$ cat config.mk
export PLATFORM = sky130hd
export DESIGN_NAME = mm_trg_run_ctrl
export DESIGN_NICKNAME = d
export VERILOG_FILES = /design/src/rtl/mm_trg_run_ctrl.sv
export SDC_FILE = /design/constraint.sdc
export NUM_CORES = 1
export LEC_CHECK = 0
export CAP_MARGIN = 10
export CORE_MARGIN = 5
export CORE_UTILIZATION = 46
export CTS_BUF_LIST = sky130_fd_sc_hd__clkbuf_8
export DETAILED_ROUTE_END_ITERATION = 8
export PLACE_DENSITY_LB_ADDON = 0.15
export SYNTH_ARGS = -nofsm -noshare
export SYNTH_HDL_FRONTEND = slang
export SYNTH_SLANG_ARGS = --single-unit
$ cat constraint.sdc
create_clock -name AXIS_ACLK -period 4.2 [get_ports AXIS_ACLK]
set_input_delay 1.26 -clock AXIS_ACLK [delete_from_list [all_inputs] [get_ports AXIS_ACLK]]
set_output_delay 1.26 -clock AXIS_ACLK [all_outputs]
set_load 0.02 [all_outputs]
$ cat src/rtl/mm_trg_run_ctrl.sv
// Run controller for the minimum-trigger datapath: calibrates the ADC baseline,
// then enables the trigger and drains open trigger windows on stop.
module mm_trg_run_ctrl #(
  parameter int unsigned ADC_RESOLUTION_WIDTH = 12,
  parameter int unsigned S_AXIS_TDATA_WIDTH   = 128,
  parameter int unsigned CALIB_LOG2_BEATS     = 10,
  parameter int unsigned TIME_STAMP_WIDTH     = 16,
  parameter int unsigned DRAIN_TIMEOUT        = 256
) (
  input  logic                                   AXIS_ACLK,
  input  logic                                   AXIS_ARESETN,
  input  logic                                   RUN_START,
  input  logic                                   RUN_STOP,
  input  logic [S_AXIS_TDATA_WIDTH-1:0]          S_AXIS_TDATA,
  input  logic                                   S_AXIS_TVALID,
  input  logic                                   TRIGGERED_FLAG,
  output logic [1:0]                             EXEC_STATE,
  output logic signed [ADC_RESOLUTION_WIDTH-1:0] BASELINE,
  output logic [TIME_STAMP_WIDTH-1:0]            CURRENT_TIME,
  output logic                                   CALIB_DONE,
  output logic                                   BUSY,
  output logic                                   DRAIN_ERR
);

  localparam int unsigned ADC_W    = ADC_RESOLUTION_WIDTH;
  localparam int unsigned SPT      = S_AXIS_TDATA_WIDTH / 16;
  localparam int unsigned LOG2_SPT = (SPT > 1) ? $clog2(SPT) : 0;
  localparam int unsigned SUM_W    = ADC_W + LOG2_SPT;
  localparam int unsigned ACC_W    = SUM_W + CALIB_LOG2_BEATS;
  localparam int unsigned SHIFT    = LOG2_SPT + CALIB_LOG2_BEATS;
  localparam int unsigned CNT_W    = CALIB_LOG2_BEATS + 1;
  localparam int unsigned BEATS    = 1 << CALIB_LOG2_BEATS;
  localparam int unsigned DRAIN_W  = $clog2(DRAIN_TIMEOUT + 1);
  localparam int unsigned TS_W     = TIME_STAMP_WIDTH;

  typedef enum logic [1:0] {
    IDLE  = 2'd0,
    CALIB = 2'd1,
    RUN   = 2'd2,
    DRAIN = 2'd3
  } state_t;

  state_t                    state_r, state_nxt;
  logic signed [ACC_W-1:0]   acc_r, acc_nxt;
  logic [CNT_W-1:0]          cnt_r, cnt_nxt;
  logic [DRAIN_W-1:0]        drain_cnt_r, drain_cnt_nxt;
  logic signed [ADC_W-1:0]   baseline_nxt;
  logic [TS_W-1:0]           time_nxt;
  logic                      calib_done_nxt, drain_err_nxt, busy_nxt;
  logic [1:0]                exec_nxt;
  logic signed [SUM_W-1:0]   beat_sum;
  logic                      unused_tdata;

  // Upper bits of each 16-bit lane carry no sample data.
  assign unused_tdata = ^S_AXIS_TDATA;

  // Sign-extended sum of all lanes in the current beat.
  always_comb begin
    beat_sum = '0;
    for (int i = 0; i < int'(SPT); i++) begin
      beat_sum = beat_sum + SUM_W'($signed(S_AXIS_TDATA[16*i +: ADC_W]));
    end
  end

  // Next-state and datapath update.
  always_comb begin
    state_nxt      = state_r;
    acc_nxt        = acc_r;
    cnt_nxt        = cnt_r;
    drain_cnt_nxt  = drain_cnt_r;
    baseline_nxt   = BASELINE;
    time_nxt       = CURRENT_TIME;
    calib_done_nxt = CALIB_DONE;
    drain_err_nxt  = DRAIN_ERR;

    case (state_r)
      IDLE: begin
        if (RUN_START && !RUN_STOP) begin
          state_nxt      = CALIB;
          acc_nxt        = '0;
          cnt_nxt        = '0;
          calib_done_nxt = 1'b0;
          drain_err_nxt  = 1'b0;
        end
      end
      CALIB: begin
        // Abort wins over both accumulation and the baseline load.
        if (RUN_STOP) begin
          state_nxt = IDLE;
        end else if (cnt_r == CNT_W'(BEATS)) begin
          state_nxt      = RUN;
          baseline_nxt   = ADC_W'(acc_r >>> SHIFT);
          calib_done_nxt = 1'b1;
          time_nxt       = '0;
        end else if (S_AXIS_TVALID) begin
          acc_nxt = acc_r + ACC_W'(beat_sum);
          cnt_nxt = cnt_r + CNT_W'(1);
        end
      end
      RUN: begin
        time_nxt = CURRENT_TIME + TS_W'(1);
        if (RUN_STOP) begin
          state_nxt     = DRAIN;
          drain_cnt_nxt = '0;
        end
      end
      DRAIN: begin
        time_nxt = CURRENT_TIME + TS_W'(1);
        if (!TRIGGERED_FLAG) begin
          state_nxt = IDLE;
        end else if (drain_cnt_r == DRAIN_W'(DRAIN_TIMEOUT - 1)) begin
          state_nxt     = IDLE;
          drain_err_nxt = 1'b1;
        end else begin
          drain_cnt_nxt = drain_cnt_r + DRAIN_W'(1);
        end
      end
      default: state_nxt = IDLE;
    endcase

    exec_nxt = ((state_nxt == RUN) || (state_nxt == DRAIN)) ? 2'b11 : 2'b00;
    busy_nxt = (state_nxt != IDLE);
  end

  always_ff @(posedge AXIS_ACLK or negedge AXIS_ARESETN) begin
    if (!AXIS_ARESETN) begin
      state_r      <= IDLE;
      acc_r        <= '0;
      cnt_r        <= '0;
      drain_cnt_r  <= '0;
      EXEC_STATE   <= 2'b00;
      BASELINE     <= '0;
      CURRENT_TIME <= '0;
      CALIB_DONE   <= 1'b0;
      BUSY         <= 1'b0;
      DRAIN_ERR    <= 1'b0;
    end else begin
      state_r      <= state_nxt;
      acc_r        <= acc_nxt;
      cnt_r        <= cnt_nxt;
      drain_cnt_r  <= drain_cnt_nxt;
      EXEC_STATE   <= exec_nxt;
      BASELINE     <= baseline_nxt;
      CURRENT_TIME <= time_nxt;
      CALIB_DONE   <= calib_done_nxt;
      BUSY         <= busy_nxt;
      DRAIN_ERR    <= drain_err_nxt;
    end
  end

endmodule

Yosys cells after proc, flatten, opt, wreduce, memory -nomap -nowiden

Cells that the tools add are included.

Add/sub/neg operators: 11
Eq/ne operators: 16
Muxes and demuxes: 32
Bitwise logic cells: 1
Reductions and logical operators: 16

Operators by type and width:

| operator                                             | count |
|---|---|
| two-way mux 25 bit                                   | 4 |
| adder 15 x 12 -> 15 bit                              | 4 |
| case mux 25 bit (2 select lines)                     | 1 |
| two-way mux 11 bit                                   | 4 |
| two-way mux 16 bit                                   | 2 |
| case mux 16 bit (2 select lines)                     | 1 |
| two-way mux 9 bit                                    | 3 |
| adder 25 x 15 -> 25 bit                              | 1 |
| case mux 11 bit (2 select lines)                     | 1 |
| inequality test 2 bit (second input constant)        | 9 |
| case mux 9 bit (2 select lines)                      | 1 |
| adder 16 x 1 -> 16 bit (second input constant)       | 1 |
| adder 14 x 12 -> 15 bit                              | 1 |
| adder 13 x 12 -> 14 bit                              | 1 |
| two-way mux 2 bit                                    | 7 |
| adder 12 x 12 -> 13 bit                              | 1 |
| AND reduction 4 bit                                  | 3 |
| adder 11 x 1 -> 11 bit (second input constant)       | 1 |
| equality test 11 bit (second input constant)         | 1 |
| nonzero test 2 bit                                   | 5 |
| adder 9 x 1 -> 9 bit (second input constant)         | 1 |
| equality test 9 x 8 -> 1 bit (second input constant) | 1 |
| equality test 2 bit (second input constant)          | 4 |
| case mux 2 bit (4 select lines)                      | 1 |
| 11 further kinds                                     | 17 |

Register bits after elaboration: 80
Input bits: 134
Output and inout port bits: 33
Logic and storage cells: 86

Depth between registers and ports, before layout

Depth in word-level cells: 12
Depth in mapped cells: 17
Depth with buffers taken out: 17

Worst setup path after synthesis

Ideal clock, no wire load.

Path type: input to register
From: input S_AXIS_TDATA[11]
To: register acc_r[20]
Library setup time: 0.121 ns
Arrival: 5.590 ns
Data required time: 4.079 ns
Setup slack: -1.511 ns
Stages on the path: 17
Path buffers: 1
Cells stage by stage: fa_1 inv_1 fa_1 inv_1 fa_1 inv_1 fa_1 inv_1 ha_1 clkbuf_1 a21oi_1 o21ai_1 a22o_1 a211oi_2 a21oi_1 xor2_1 a22o_1

Cells in the longest elaborated chain, start to end: 12

Ends and longest elaborated chain:

| element                               | line | source |
|---|---|---|
| start, declared                       | 14   | `input logic [S_AXIS_TDATA_WIDTH-1:0] S_AXIS_TDATA,` |
| adder 12 x 12 -> 13 bit               | 61   | `beat_sum = beat_sum + SUM_W'($signed(S_AXIS_TDATA[16*i +: ADC_W]));` |
| adder 13 x 12 -> 14 bit               | 61   |  |
| adder 14 x 12 -> 15 bit               | 61   |  |
| adder 15 x 12 -> 15 bit (4 in series) | 61   |  |
| adder 25 x 15 -> 25 bit               | 96   | `acc_nxt = acc_r + ACC_W'(beat_sum);` |
| two-way mux 25 bit                    | 95   | `end else if (S_AXIS_TVALID) begin` |
| two-way mux 25 bit                    | 90   | `end else if (cnt_r == CNT_W'(BEATS)) begin` |
| two-way mux 25 bit                    | 88   | `if (RUN_STOP) begin` |
| case mux 25 bit (2 select lines)      | 76   | `case (state_r)` |
| end signal, assigned                  | 139  | `acc_r <= acc_nxt;` |
| end, declared                         | 44   | `logic signed [ACC_W-1:0] acc_r, acc_nxt;` |

No other way between the ends. The select of a mux whose other input is x is not followed.
A chain may end at the register's enable or synchronous reset.

Worst setup path after layout

From: input S_AXIS_TDATA[123]
To: register acc_r[24]

Cells in the longest elaborated chain, start to end: 6

Ends and longest elaborated chain:

| element                          | line |
|---|---|
| adder 15 x 12 -> 15 bit          | 61 |
| adder 25 x 15 -> 25 bit          | 96 |
| two-way mux 25 bit               | 95 |
| two-way mux 25 bit               | 90 |
| two-way mux 25 bit               | 88 |
| case mux 25 bit (2 select lines) | 76 |

No other way between the ends. The select of a mux whose other input is x is not followed.

==> results by group <==
Global route
  • Overflow left after global routing: 0
  • Number of global-route vias before repair: 6,870
  • Global-route wire length before repair: 32,500 um
  • Number of antenna violations at the first check in global routing: 0
  • Total routing usage reported by global routing: 19.7%
  • Maximum number of pins on one net before global-route repair: 80

Cells and area
  • Final Net Count: 1,285
  • Share of layout cells above drive strength 1: 32.2%
  • Final antenna diode count: 0
  • Signed area change from the synthesized netlist to the final layout: 40.1%
  • Fill cell count: 1,391

Floorplan
  • Full die area: 0.0201 mm^2
  • Site row count: 48
  • Die outline width: 142 um
  • Area inside the core boundary: 0.0172 mm^2
  • Y dimension of the die: 142 um
  • Number of placed I/O pins: 167
  • Starting density of the core: 46.4%

Clock tree
  • CTS sink cnt: 79
  • CTS HTree Levels: 3
  • Clock buffer depth: 2
  • Clock buffers created by TritonCTS: 9
  • TritonCTS clock tree: done
  • Root Buffer Master: sky130_fd_sc_hd__clkbuf_8
  • Clock insertion delay at the later pin of the skew report: 0.36 ns
  • Clock-pin slew on the worst setup and hold paths: 0.08 ns

Drt
  • Length of the first detailed-routing pass in iterations: 4
  • Routed metal-1 wirelength: 7300 um
  • Detailed-route vias per instance: 4.93
  • Wirelength per Cell: 15.2 um
  • Vias post-DR: 6,017
  • Top routing layer used: met4
  • DR DRC count: 0
  • Routed met3 length: 583 um
  • Met2 wire length: 10,500 um
  • Wire length after detailed routing: 18,600 um
  • Drt initial violations: 314
  • Remaining number of nets flagged by the antenna check after routing: 0

Placed design
  • Number of buffers inserted by port buffering: 134
  • Final estimated routing congestion in global placement: 0.909
  • Detailed Place HPWL: 14,600 um

Status
  • Violated checks: negative setup slack
  • Status: finished with violations

Critical path
  • Startpoint type of the worst setup path: input port
  • Maximum fanout along the worst path: 6
  • Endpoint required time on the critical path: 4.45 ns
  • Setup Crit Path Kind: in2reg
  • Capturing element type of the critical path: flop
  • Crit path arrival time: 5.37 ns

STA
  • Relative slew slack: 33.6%
  • Achievable clock frequency: 195 MHz
  • Fraction of the cycle the final worst path needs: 122%
  • Hold Violations, Final: 0
  • Least-Margin Pin Slew: 0.996 ns
  • Final setup violation count: 21
  • Min Tclk post-route: 5.12 ns
  • Worst Clk Skew: 0.0118 ns
  • RSZ-0062 raised after global routing: true
  • Hold_ws: 0.496 ns
  • Final number of max-transition violations: 0
  • Final setup slack of the worst path: -0.918 ns

Synth
  • Net Count, Synth: 1,057
  • Largest area contributor in the synthesized netlist: sky130_fd_sc_hd__fa_1
  • Share of Yosys cell area claimed by the top area cell type: 32.4%
  • YS warnings: 0
  • Dominant cell by count in the synthesized netlist: sky130_fd_sc_hd__inv_1
  • Netlist area before placement: 0.00798 mm^2
  • Count of distinct cell types in the synthesized netlist: 64
  • Synth area leaders: sky130_fd_sc_hd__fa_1 (32%), sky130_fd_sc_hd__dfrtp_1 (25%), sky130_fd_sc_hd__inv_1 (8.5%), sky130_fd_sc_hd__ha_1 (5.0%), sky130_fd_sc_hd__xor2_1 (3.0%)
  • Share of the yosys chip area belonging to registers: 24.8%
  • Avg Inst Size Synth: 10.5 um^2
  • Synthesized flop and latch total: 79
  • Synthesized instance count: 762
  • FFs w/ async S/R, synth: 100%
  • Post-synth EDFFs: 0
  • Top cell types by occurrence after synthesis: sky130_fd_sc_hd__inv_1 (181), sky130_fd_sc_hd__fa_1 (129), sky130_fd_sc_hd__dfrtp_1 (79), sky130_fd_sc_hd__nor2_1 (46), sky130_fd_sc_hd__ha_1 (32)
  • Leading register cell type out of synthesis: sky130_fd_sc_hd__dfrtp_1

Job
  • Max-capacitance violation count: 0

Worst hold path
  • Worst Hold Class: reg2reg
==> metal layers <==
| layer | track usage [%] | vias up |
|---|---|---|
| met5 | 0 | - |
| li1 | - | 2854 |
| met4 | 4.24 | 0 |
| met1 | 24.2 | 3046 |
| met2 | 37.3 | 96 |
| met3 | 2.06 | 21 |
==> cell type report <==
cell class / instances / area, um^2 / area share (%)
repair buffers: 237 / 2130 / 19.0
clock buffers: 9 / 124 / 1.11
well taps: 225 / 282 / 2.52
multi-input cells: 482 / 5890 / 52.7
flip-flops and latches: 79 / 1980 / 17.7
inverters: 181 / 698 / 6.25
clock inverters: 7 / 80.1 / 0.717
==> registers in the layout, indices dropped and copies added (netlist names) <==
signal and count:
cnt_r 11, BUSY 1, acc_r 25, EXEC_STATE 1, BASELINE 12, drain_cnt_r 9
DRAIN_ERR 1, CALIB_DONE 1, CURRENT_TIME 16, state_r 2
==> placed cells by master, fill, tap and decap left out, types with 7 or more instances in the layout <==
master                            count
sky130_fd_sc_hd__a21o_1              13
sky130_fd_sc_hd__a21oi_1              7
sky130_fd_sc_hd__a21oi_2             10
sky130_fd_sc_hd__a22o_1              25
sky130_fd_sc_hd__buf_2               27
sky130_fd_sc_hd__buf_4               80
sky130_fd_sc_hd__buf_6               21
sky130_fd_sc_hd__clkbuf_8             9
sky130_fd_sc_hd__clkdlybuf4s15_1     13
sky130_fd_sc_hd__clkdlybuf4s50_1     48
sky130_fd_sc_hd__dfrtp_1             79
sky130_fd_sc_hd__dlygate4sd2_1       31
sky130_fd_sc_hd__fa_1               109
sky130_fd_sc_hd__fa_2                20
sky130_fd_sc_hd__ha_1                11
sky130_fd_sc_hd__ha_4                21
sky130_fd_sc_hd__inv_1              129
sky130_fd_sc_hd__inv_2               49
sky130_fd_sc_hd__mux2_1              12
sky130_fd_sc_hd__nand2_1             24
sky130_fd_sc_hd__nand3_1             18
sky130_fd_sc_hd__nand4_1              8
sky130_fd_sc_hd__nor2_1              43
sky130_fd_sc_hd__o21ai_0              7
sky130_fd_sc_hd__o21ai_2              7
sky130_fd_sc_hd__xnor2_1             20
sky130_fd_sc_hd__xor2_1              26
==> what timing repair did <==
action,CTS,global route
setup endpoints to repair,22,21
resized for setup,287,53
hold endpoints to repair,0,0
cloned,2,0
hold buffers,0,0
pin swaps,142,56
buffers inserted,22,5
==> worst max-delay path, stage by stage <==
cell	delay (ns)
sky130_fd_sc_hd__dlygate4sd2_1	0.24
sky130_fd_sc_hd__buf_6	0.13
sky130_fd_sc_hd__bufbuf_16	0.27
sky130_fd_sc_hd__fa_1	0.52
sky130_fd_sc_hd__fa_1	0.45
sky130_fd_sc_hd__fa_1	0.54
sky130_fd_sc_hd__inv_1	0.05
sky130_fd_sc_hd__fa_1	0.54
sky130_fd_sc_hd__inv_1	0.07
sky130_fd_sc_hd__ha_4	0.24
sky130_fd_sc_hd__a21oi_2	0.15
sky130_fd_sc_hd__o21ai_2	0.08
sky130_fd_sc_hd__a41o_1	0.21
sky130_fd_sc_hd__a31oi_1	0.16
sky130_fd_sc_hd__o21ai_2	0.10
sky130_fd_sc_hd__xnor2_2	0.14
sky130_fd_sc_hd__a22o_1	0.20
==> cell families after synthesis <==
logic type	share of synthesized area [%]
flops	24.8
simple gates	9.57
xor+xnor	5.38
fa+ha+maj	37.4
mux	2.10
compound gates	11.0
buf+inv	9.74
==> through the flow <==
step | area, um^2 | instances | utilization [%] | TNS, ns | worst slack, ns
3_5_place_dp | 10400 | 1183 | 60.8 | -32.49 | -1.81
4_1_cts | 11000 | 1222 | 64.3 | -15.56 | -1.02
2_1_floorplan | 8300 | 762 | - | -15.80 | -1.21
5_1_grt | 11200 | 1220 | 65.1 | -16.02 | -1.01
6_report | 11200 | 1220 | 65.1 | -13.84 | -0.918
3_3_place_gp | 10400 | 1183 | 60.8 | -31.88 | -1.77
==> worst paths after layout <==
check	from	to	slack, ns	cells past startpoint
min in group asynchronous	AXIS_ARESETN	BUSY	1.03	1
worst min register to register	BASELINE[2]	BASELINE[2]	0.50	1
max in group asynchronous	AXIS_ARESETN	cnt_r[4]	2.50	1
worst max-delay path	S_AXIS_TDATA[123]	acc_r[24]	-0.92	17
worst max register to register	acc_r[2]	acc_r[24]	-0.22	15
worst min-delay path	BASELINE[2]	BASELINE[2]	0.50	1
Power is not shown: default switching activity piles up to over one toggle a cycle in this logic, so the estimate is an artifact.
